`config.mk`:
```
export PLATFORM = sky130hd
export DESIGN_NAME = fibonacci_gen
export DESIGN_NICKNAME = d
export VERILOG_FILES = /design/src/rtl/fibonacci_gen.sv
export SDC_FILE = /design/constraint.sdc
export NUM_CORES = 1
export LEC_CHECK = 0
export CAP_MARGIN = 30
export CORE_ASPECT_RATIO = 0.9
export CORE_UTILIZATION = 45
export CTS_CLUSTER_SIZE = 16
export DETAILED_ROUTE_END_ITERATION = 7
export DONT_BUFFER_PORTS = 1
export HOLD_SLACK_MARGIN = 0.02
export SLEW_MARGIN = 15
export SYNTH_ARGS = -nofsm -noshare
export SYNTH_HDL_FRONTEND = slang
export SYNTH_SLANG_ARGS = --single-unit
```
`constraint.sdc`:
```
create_clock -name i_clk -period 2.35 [get_ports i_clk]
set_clock_uncertainty 0.1 [all_clocks]
set_input_delay 0.1175 -clock i_clk [delete_from_list [all_inputs] [get_ports i_clk]]
set_output_delay 0.1175 -clock i_clk [all_outputs]
set_load 0.05 [all_outputs]
```
`src/rtl/fibonacci_gen.sv`:
```
// fibonacci_gen: iterative Fibonacci / Lucas sequence engine with saturation.
// Computes F(n) (mode=0, seeds 0,1) or L(n) (mode=1, seeds 2,1) one term per
// clock. Results that exceed F_W bits saturate to all-ones and raise o_ovf.
//
// state  | meaning
// -------+-----------------------------------------------------------
// S_IDLE | waiting for i_start; o_ready=1
// S_OP   | iterating; one term per cycle until the index counter hits 0
// S_DONE | one-cycle result strobe (o_done_tick); returns to S_IDLE
module fibonacci_gen #(
  parameter int N_W = 8,
  parameter int F_W = 32
) (
  input  logic           i_clk,
  input  logic           i_rst,
  input  logic           i_start,
  input  logic           i_abort,
  input  logic           i_mode,
  input  logic [N_W-1:0] i_n,
  output logic           o_ready,
  output logic           o_busy,
  output logic           o_done_tick,
  output logic [F_W-1:0] o_f,
  output logic           o_ovf
);

  typedef enum logic [1:0] {
    S_IDLE = 2'd0,
    S_OP   = 2'd1,
    S_DONE = 2'd2
  } state_t;

  state_t         r_state;
  state_t         w_state_next;

  logic [N_W-1:0] r_cnt;
  logic [F_W-1:0] r_t0;
  logic [F_W-1:0] r_t1;
  // Saturation flags travel alongside t0/t1 so that an overflowed F(n+1)
  // never taints a valid F(n).
  logic           r_s0;
  logic           r_s1;
  logic [F_W-1:0] r_f;
  logic           r_ovf;

  logic [F_W:0]   w_sum;
  logic           w_sat;
  logic           w_cnt_zero;

  assign w_sum      = {1'b0, r_t0} + {1'b0, r_t1};
  assign w_sat      = r_s0 | r_s1 | w_sum[F_W];
  assign w_cnt_zero = (r_cnt == '0);

  assign o_f   = r_f;
  assign o_ovf = r_ovf;

  // State register with synchronous reset.
  always_ff @(posedge i_clk) begin
    if (i_rst) r_state <= S_IDLE;
    else       r_state <= w_state_next;
  end

  // Next-state and status outputs; abort outranks completion in S_OP.
  always_comb begin
    w_state_next = r_state;
    o_ready      = 1'b0;
    o_busy       = 1'b0;
    o_done_tick  = 1'b0;
    case (r_state)
      S_IDLE: begin
        o_ready = 1'b1;
        if (i_start) w_state_next = S_OP;
      end
      S_OP: begin
        o_busy = 1'b1;
        if (i_abort)         w_state_next = S_IDLE;
        else if (w_cnt_zero) w_state_next = S_DONE;
      end
      S_DONE: begin
        o_done_tick  = 1'b1;
        w_state_next = S_IDLE;
      end
      default: w_state_next = S_IDLE;
    endcase
  end

  // Datapath: seed on accept, iterate in OP, publish result on completion.
  always_ff @(posedge i_clk) begin
    if (i_rst) begin
      r_cnt <= '0;
      r_t0  <= '0;
      r_t1  <= '0;
      r_s0  <= 1'b0;
      r_s1  <= 1'b0;
      r_f   <= '0;
      r_ovf <= 1'b0;
    end else begin
      case (r_state)
        S_IDLE: begin
          if (i_start) begin
            r_cnt <= i_n;
            r_t0  <= i_mode ? F_W'(2) : '0;
            r_t1  <= F_W'(1);
            r_s0  <= 1'b0;
            r_s1  <= 1'b0;
          end
        end
        S_OP: begin
          if (!i_abort) begin
            if (w_cnt_zero) begin
              r_f   <= r_t0;
              r_ovf <= r_s0;
            end else begin
              r_t1  <= w_sat ? '1 : w_sum[F_W-1:0];
              r_s1  <= w_sat;
              r_t0  <= r_t1;
              r_s0  <= r_s1;
              r_cnt <= r_cnt - N_W'(1);
            end
          end
        end
        default: ;
      endcase
    end
  end

endmodule

```
==> results of run 1 <==
-- Yosys cell counts, types with 6 or more instances --
master	n
nand2_1	166
buf_2	10
a211oi_1	13
nand4_1	12
nor3_1	15
inv_1	9
a21oi_1	118
nor2_1	24
a22oi_1	7
nand2b_1	6
o21ai_0	55
a21o_1	16
nand3_1	39
xnor2_1	16
xor2_1	8
dfxtp_1	109
ha_1	33
clkbuf_1	36
-- sequential cells by signal (all words and copies together) (netlist names) --
signal   flops
r_t1        32
o_ovf        1
r_s0         1
r_state      2
r_cnt        8
r_s1         1
o_f         32
r_t0        32
-- stage by stage --
stage / hold WS (ns) / utilization, % / cells
after detailed placement: 0.0968 / 56.8 / 1015
after global routing: -0.295 / 74.5 / 1078
after global placement: 0.0968 / 56.8 / 1015
after CTS: -0.290 / 64.7 / 1059
after floorplan: 0.169 / - / 760
final: -0.292 / 74.5 / 1078
-- power by group --
| group | internal, mW | switching, mW | leakage (nW) |
|---|---|---|---|
| sequential | 1.87 | 0.0329 | 0.886 |
| combinational | 0.366 | 0.402 | 2.92 |
| clock | 0.886 | 0.704 | 0.150 |
-- critical path, stage by stage (launching register included) --
cell      delay, ns
dfxtp_4        0.36
ha_4           0.27
buf_6          0.10
nand4_1        0.10
buf_6          0.15
nor4_4         0.28
o21ai_2        0.09
nand4_1        0.12
o221ai_2       0.13
o211ai_4       0.32
buf_4          0.23
o21ai_1        0.10
a21oi_1        0.19
-- cells by family (layout without fill, tap and decap cells) --
logic type                 Yosys count  count (layout)
and+or+nand+nor                    288             288
AOI/OAI and AO/OA                  244             245
DFF                                109             109
buffers and inverters               61             218
adders and majority gates           34              34
xor gates and xnor gates            24              24
-- metal layers --
metal / vias to the layer above / global-route usage, % / share of wire, %
met1: 3002 / 36.2 / 44
li1: 2994 / - / -
met2: 215 / 43.7 / 47
met5: - / 0 / 0
met3: 48 / 5.50 / 6.6
met4: 0 / 9.44 / 2.3
-- worst max path at each step --
stage               cells past startpoint  slack (ns)  startpoint       end
global route                           12       -0.39    r_t1[21]   r_t1[5]
finish                                 12       -0.27    r_t1[21]   r_t1[3]
detailed placement                     10       -0.25    r_cnt[1]   r_t1[3]
floorplan                              11       -0.02    r_cnt[0]  r_t1[31]
CTS                                    11       -0.20     r_t0[0]  r_t1[31]
global placement                        9       -0.21    r_t0[16]  r_t1[31]
-- timing repair --
action,4_1_cts,5_1_grt
pin swaps,52,123
endpoints found under the setup margin,105,107
hold endpoints to repair,109,105
resized for setup,104,248
cloned,6,8
setup buffers,22,20
-- layout make-up --
cell class | count | area [um2]
Clock inverter | 3 | 43.8
Tap cell | 160 | 200
Clock buffer | 13 | 260
Timing Repair Buffer | 192 | 1830
Sequential cell | 109 | 2200
Fill cell | 855 | 3120
Multi-Input combinational cell | 591 | 4570
Inverter | 10 | 37.5
==> results.yml, run 1 <==
final_layout:
  antenna_cells: 0
  design_area_um2: 9140
  drive_above_1_share_pct: 46.5
  layout_common_cells: "buf_4 (143), nand2_1 (124), dfxtp_1 (97)"
  area_growth_pct: 58.1
  finalNetCount: 960
  final_common_cell: "buf_4"
die:
  fp.coreArea_um2: 12300
  initial_core_util_pct: 47.1
  ios: 49
  die_w_um: 121
  rows: 38
  dieArea_um2: 13300
  die_h_um: 110
setup_path:
  startpoint_type: "register"
  cp-end-kind: "register"
  r2r_slack_ns: -0.27
  crit_required_ns: 2.53
  r2r_start: "r_t1[21]"
  r2r_cells: 12
  r2r-end: "r_t1[3]"
  path_max_fanout: 8
  worstPathArrival_ns: 2.81
  path_class: "reg2reg"
routing:
  drc_errors: 0
  drt_first_iter_violations: 467
  vias_per_cell: 5.81
  wl_per_cell_um: 18.7
  vias: 6259
  wl_um: 20200
  ant_nets: 0
  drtPass1Iterations: 5
global_route:
  grt_pass1_vias: 5753
  antenna_found_initial: 0
  grt_max_degree: 97
  grt_pass1_wl_um: 28100
  grt_usage_pct: 27.2
  grt.overflow.total: 0
placement:
  pre_cts_ws_ns: -0.251
  routabilityCongestion: 0.930
  dp_hpwl_um: 11500
  placement.io_buffers: 0
  place_area_um2: 6970
clocking:
  clkTransAtPathRegs_ns: 0.07
  ctsLongestPathBuffers: 2
  cts_hold_buf: 1
  cts_buffers: 9
  tritoncts: "done"
  clock_latency_ns: 0.37
  htreeDepth: 3
  clock_sinks: 109
  clockRootBuffer: "clkbuf_16"
synth:
  synth-compound-area-share_pct: 24.5
  synth_nets: 807
  yosysWarnings: 0
  yosys.area_share.simple_pct: 22.4
  synthArstFlopShare_pct: 0
  synth.distinct_cells: 57
  synthAdderAreaFrac_pct: 7.49
  synthFlopType: "dfxtp_1"
  synth_edf_count: 0
  syn_inst: 760
  synth_xor_xnor_area_share_pct: 3.63
  synth_top_family_by_area: "compound AO/OA/AOI/OAI gates"
  synth_top_cell_area_share_pct: 37.7
  seq_area_frac_synth_pct: 37.7
  syn-cell-area_um2: 5780
  synth_area_leader_cell: "dfxtp_1"
  postSynthAreaPerCell_um2: 7.61
  ys_top_cells_by_area: "dfxtp_1 (38%), nand2_1 (11%), a21oi_1 (10%)"
  synthMuxAreaShare_pct: 0
  synth-seq-cells: 109
sta:
  setup_slack_ns: -0.274
  grt_setup_unrepaired: "yes"
  relSlewSlack_pct: 60.7
  post-route-period-util_pct: 112
  setup-tns-final_ns: -21.08
  fmax_mhz: 381
  setup_violations: 107
  finalCriticalPeriod_ns: 2.62
  holdWs_ns: -0.292
  final_max_slew_viol_count: 0
  hold_viol: 99
  worst_slew_pin_slew_ns: 0.584
run:
  cap_viol_max_count: 0
worst_hold_path:
  hold_class: "in2reg"
  min-delay-start: "i_rst"
  hold_depth: 1
  whs_endpoint: "o_f[29]"
outcome:
  violations: "hold timing, setup timing"
  status: "complete, but fails checks"
power_and_ir_drop:
  leakagePower_nw: 3.96
  total_power_mw: 4.26
  vdd.ir_drop.worst_mv: 0.445
  power_density_nw_per_um2: 466
(Power assumes the default switching activity.)
==> run 2: changes to the inputs <==
==> constraint.sdc (replaced) <==
create_clock -name i_clk -period 2.35 [get_ports i_clk]
set_clock_uncertainty 0.1 [all_clocks]
set_input_delay 0.1175 -clock i_clk [delete_from_list [all_inputs] [get_ports i_clk]]
set_output_delay 0.1175 -clock i_clk [all_outputs]
set_load 0.01 [all_outputs]
==> results.yml, run 2 (same netlist as run 1, synthesis figures left out) <==
outcome:
  status: "complete, but fails checks"
  violations: "hold timing, setup timing"
global_route:
  antenna_found_initial: 0
  grt_pass1_wl_um: 31000
  grt_max_degree: 97
  met3_usage_pct: 6.69
  use_met1_pct: 39.6
  met2_usage_pct: 49.5
  grt_pass1_vias: 6196
  grt_busiest_layer: "met2"
  grt.overflow.total: 0
  grt_usage_pct: 30.5
setup_path:
  cp-startpoint: "r_t0[0]"
  r2r_start: "r_t0[0]"
  path_max_fanout: 5
  path_class: "reg2reg"
  crit_required_ns: 2.51
  startpoint_type: "register"
  worstPathArrival_ns: 2.74
  cp-end-kind: "register"
placement:
  dp_hpwl_um: 11600
  placement.io_buffers: 0
  routabilityCongestion: 0.914
  dp.cells: 1017
final_layout:
  layout.cells.non_filler: 1074
  drive_above_1_share_pct: 51.4
  final_common_cell: "buf_4"
  antenna_cells: 0
  finalNetCount: 956
  area_growth_pct: 60.6
  layout_common_cells: "buf_4 (139), dfxtp_1 (100), nand2_1 (94)"
run:
  cap_viol_max_count: 0
power_and_ir_drop:
  p_clk_share_pct: 35.5
  power_density_nw_per_um2: 456
  swShare_pct: 28.8
  leakagePower_nw: 4.03
  vdd.ir_drop.worst_mv: 0.398
  total_power_mw: 4.24
  internal_power_mw: 3.02
  p_seq_share_pct: 44.9
  switching_power_mw: 1.22
  p_comb_share_pct: 19.5
routing:
  drc_errors: 0
  drtPass1Iterations: 5
  wl_per_cell_um: 19.6
  vias: 6307
  vias_per_cell: 5.87
  wl_um: 21100
  ant_nets: 0
  drt_first_iter_violations: 468
sta:
  setup-tns-final_ns: -14.65
  worst_slew_pin_slew_ns: 0.568
  holdWs_ns: -0.292
  finalCriticalPeriod_ns: 2.59
  hold_viol: 102
  post-route-period-util_pct: 110
  setup_violations: 108
  grt_setup_unrepaired: "yes"
  fmax_mhz: 387
  relSlewSlack_pct: 61.8
  setup_slack_ns: -0.235
  final_max_slew_viol_count: 0
worst_hold_path:
  hold_class: "in2reg"
  min-delay-start: "i_rst"
clocking:
  clkTransAtPathRegs_ns: 0.07
  htreeDepth: 3
  clock_sinks: 109
  clock_latency_ns: 0.37
  cts_hold_buf: 1
  ctsLongestPathBuffers: 2
  cts_buffers: 9
  clockRootBuffer: "clkbuf_16"
  tritoncts: "done"
die:
  ios: 49
  die_w_um: 121
  die_h_um: 110
  initial_core_util_pct: 47.1
  rows: 38
  dieArea_um2: 13300
  fp.coreArea_um2: 12300
-- run 2: cell types whose count changed in the layout (fill, tap and decap cells not counted), sizes merged --
cell and delta:
bufinv -1, clkbuf -7, clkinv -1, clkinvlp +3, inv +2
-- run 2: final timing paths --
path / depth (start not counted) / slack [ns] / end
setup reg to reg: 12 / -0.24 / r_t1[8]
hold reg to reg: 2 / 0.39 / o_f[25]
setup / recovery: 12 / -0.24 / r_t1[8]
hold / removal: 1 / -0.29 / o_f[30]
-- run 2: final cells by class --
class / count / area (um2)
well taps: 160 / 200
clock buffers: 10 / 239
repair buffers: 188 / 1820
fillers: 851 / 2980
inverters: 10 / 41.3
multi-input cells: 591 / 4750
flip-flops and latches: 109 / 2200
clock inverters: 6 / 46.3
-- run 2: through the flow --
step	cell area, um2	utilization [%]	setup slack [ns]
2_1_floorplan	5850	-	-0.0243
3_3_place_gp	6990	57.0	-0.224
3_5_place_dp	6990	57.0	-0.312
4_1_cts	8540	69.6	-0.271
5_1_grt	9290	75.7	-0.315
6_report	9290	75.7	-0.235
-- run 2: worst max-delay path, stage by stage (launching register included) --
cell and delay [ns]:
dfxtp_2 0.34, ha_4 0.17, fa_2 0.38, a211oi_4 0.27, nor3_2 0.12, o21ai_2 0.15
nand4_1 0.13, o221ai_2 0.12, o211ai_4 0.14, buf_4 0.18, buf_6 0.13, o21ai_2 0.17
a21oi_1 0.08
-- run 2: timing repair --
item | 4_1_cts | 5_1_grt
endpoints found under the setup margin | 108 | 110
endpoints found under the hold margin | 102 | 109
pin swaps | 96 | 105
gates cloned | 14 | 3
gates resized for setup | 206 | 218
setup buffers | 23 | 17
-- run 2: layer usage --
layer	share of wire, %	wire length (um)
met1	45	9520
met2	48	10000
met3	5.3	1110
met4	1.9	405
met5	0	0
-- run 2: power by group through the flow --
| stage | Combinational, mW | Sequential, mW | Clock, mW |
|---|---|---|---|
| after global placement | 0.386 | 1.94 | 0 |
| after CTS | 0.726 | 1.90 | 1.52 |
| after global routing | 0.860 | 1.91 | 1.60 |
| final | 0.828 | 1.90 | 1.51 |
| after detailed placement | 0.394 | 1.94 | 0 |
| after floorplan | 0.247 | 1.94 | 0 |
==> run 3: changes to the inputs <==
--- a/config.mk
+++ b/config.mk
@@ -12,6 +12,7 @@
 export DETAILED_ROUTE_END_ITERATION = 7
 export DONT_BUFFER_PORTS = 1
 export HOLD_SLACK_MARGIN = 0.02
+export PLACE_DENSITY = 0.69
 export SLEW_MARGIN = 15
 export SYNTH_ARGS = -nofsm -noshare
 export SYNTH_HDL_FRONTEND = slang
==> results.yml, run 3 (same netlist as run 1, synthesis figures left out) <==
sta:
  setup-tns-final_ns: -15.15
  setup_slack_ns: -0.368
  relSlewSlack_pct: 59.1
  hold_viol: 94
  fmax_mhz: 368
  post-route-period-util_pct: 116
  setup_violations: 107
  grt_setup_unrepaired: "yes"
  final_max_slew_viol_count: 0
  holdWs_ns: -0.297
  finalCriticalPeriod_ns: 2.72
  worst_slew_pin_slew_ns: 0.608
routing:
  ant_nets: 0
  drc_errors: 0
  drt_first_iter_violations: 513
  wl_per_cell_um: 20.0
  wl_um: 21300
  drtPass1Iterations: 5
  vias_per_cell: 6.00
  vias: 6409
power_and_ir_drop:
  internal_power_mw: 2.96
  switching_power_mw: 1.18
  leakagePower_nw: 3.98
  swShare_pct: 28.4
  p_comb_share_pct: 17.6
  p_seq_share_pct: 46.1
  vdd.ir_drop.worst_mv: 0.483
  total_power_mw: 4.14
  power_density_nw_per_um2: 456
  p_clk_share_pct: 36.4
setup_path:
  path_class: "reg2reg"
  r2r-end: "r_t1[17]"
  worstPathArrival_ns: 2.87
  cpLargestDelayFamily: "compound AO/OA/AOI/OAI gates"
  max_stage_delay_ns: 0.37
  crit_required_ns: 2.50
  critical_path_buf_inv_count: 3
  startpoint_type: "register"
  path_max_fanout: 5
  cp-end-kind: "register"
  r2r_slack_ns: -0.37
  r2r_start: "r_t1[0]"
  r2r_cells: 13
  slowest_stage: "fa_2"
  crit_chain: "ha_4 -> fa_2 -> a211oi_4 -> nor3_4 -> o21ai_2 -> nand4_1 -> o221ai_2 -> o211ai_4 -> buf_4 -> buf_6 -> buf_4 -> o21ai_2 -> nand2_1"
clocking:
  clkTransAtPathRegs_ns: 0.09
  clockRootBuffer: "clkbuf_16"
  tritoncts: "done"
  cts_hold_buf: 1
  cts_buffers: 9
  clock_latency_ns: 0.38
  htreeDepth: 3
  clock_sinks: 109
  ctsLongestPathBuffers: 2
final_layout:
  finalCoreUtilization_pct: 74.1
  antenna_cells: 0
  design_area_um2: 9090
  layout.cells.non_filler: 1068
  final_common_cell: "buf_4"
  layout_common_cells: "buf_4 (141), nand2_1 (112), dfxtp_1 (99)"
  area_growth_pct: 57.2
  finalNetCount: 950
  drive_above_1_share_pct: 47.7
die:
  die_h_um: 110
  fp.coreArea_um2: 12300
  dieArea_um2: 13300
  rows: 38
  die_w_um: 121
  initial_core_util_pct: 47.1
  ios: 49
worst_hold_path:
  hold_depth: 1
  min-delay-start: "i_rst"
  whs_endpoint: "r_t0[27]"
  hold_class: "in2reg"
global_route:
  grt_pass1_vias: 6196
  grt_usage_pct: 29.5
  grt.overflow.total: 0
  antenna_found_initial: 0
  grt_max_degree: 97
  grt_pass1_wl_um: 30500
placement:
  pre_cts_ws_ns: -0.306
  place_area_um2: 6960
  dp_hpwl_um: 11500
  routabilityCongestion: 0.966
  placement.io_buffers: 0
  dp.cells: 1008
outcome:
  status: "complete, but fails checks"
  violations: "hold timing, setup timing"
run:
  cap_viol_max_count: 0
run 3: metal layers:
metal  global-route usage, %  share of wire [%]  vias to the layer above
li1                        -                  -                     2983
met1                    37.2                 42                     3132
met3                    7.21                6.2                       55
met2                    48.9                 49                      239
met4                    10.8                2.7                        0
met5                       0                  0                        -
run 3: repair_timing:
item	4_1_cts	5_1_grt
pin swaps	102	99
endpoints found under the setup margin	107	108
gates resized for setup	176	189
buffers inserted	19	18
cloned	10	4
endpoints found under the hold margin	109	107
run 3: how the worst max path moves through the flow:
| stage | from | end | slack [ns] | cells after the start |
|---|---|---|---|---|
| final | r_t1[0] | r_t1[17] | -0.37 | 13 |
| after detailed placement | r_t0[16] | r_t1[31] | -0.31 | 9 |
| after global placement | r_t1[0] | r_t1[19] | -0.21 | 11 |
| after global routing | r_t1[0] | r_t1[17] | -0.42 | 13 |
| after CTS | r_t1[0] | r_t1[31] | -0.21 | 11 |
| after floorplan | r_cnt[0] | r_t1[31] | -0.02 | 11 |
run 3: cell type report:
class	count	area [um2]
Clock buffer	10	239
Multi-Input combinational cell	590	4630
Inverter	10	37.5
Sequential cell	109	2190
Timing Repair Buffer	183	1740
Tap cell	160	200
Clock inverter	6	43.8
Fill cell	834	3180
run 3: power groups by stage:
stage	logic, mW	clock network [mW]	registers, mW
final	0.728	1.51	1.91
after global routing	0.757	1.59	1.91
after CTS	0.593	1.52	1.90
after floorplan	0.247	0	1.94
after detailed placement	0.394	0	1.94
after global placement	0.384	0	1.94
run 3: worst register-to-register path: stages (launching register included):
cell and delay (ns):
dfxtp_2 0.35, ha_4 0.17, fa_2 0.37, a211oi_4 0.30
nor3_4 0.09, o21ai_2 0.20, nand4_1 0.12, o221ai_2 0.13
o211ai_4 0.12, buf_4 0.17, buf_6 0.14, buf_4 0.13
o21ai_2 0.13, nand2_1 0.08
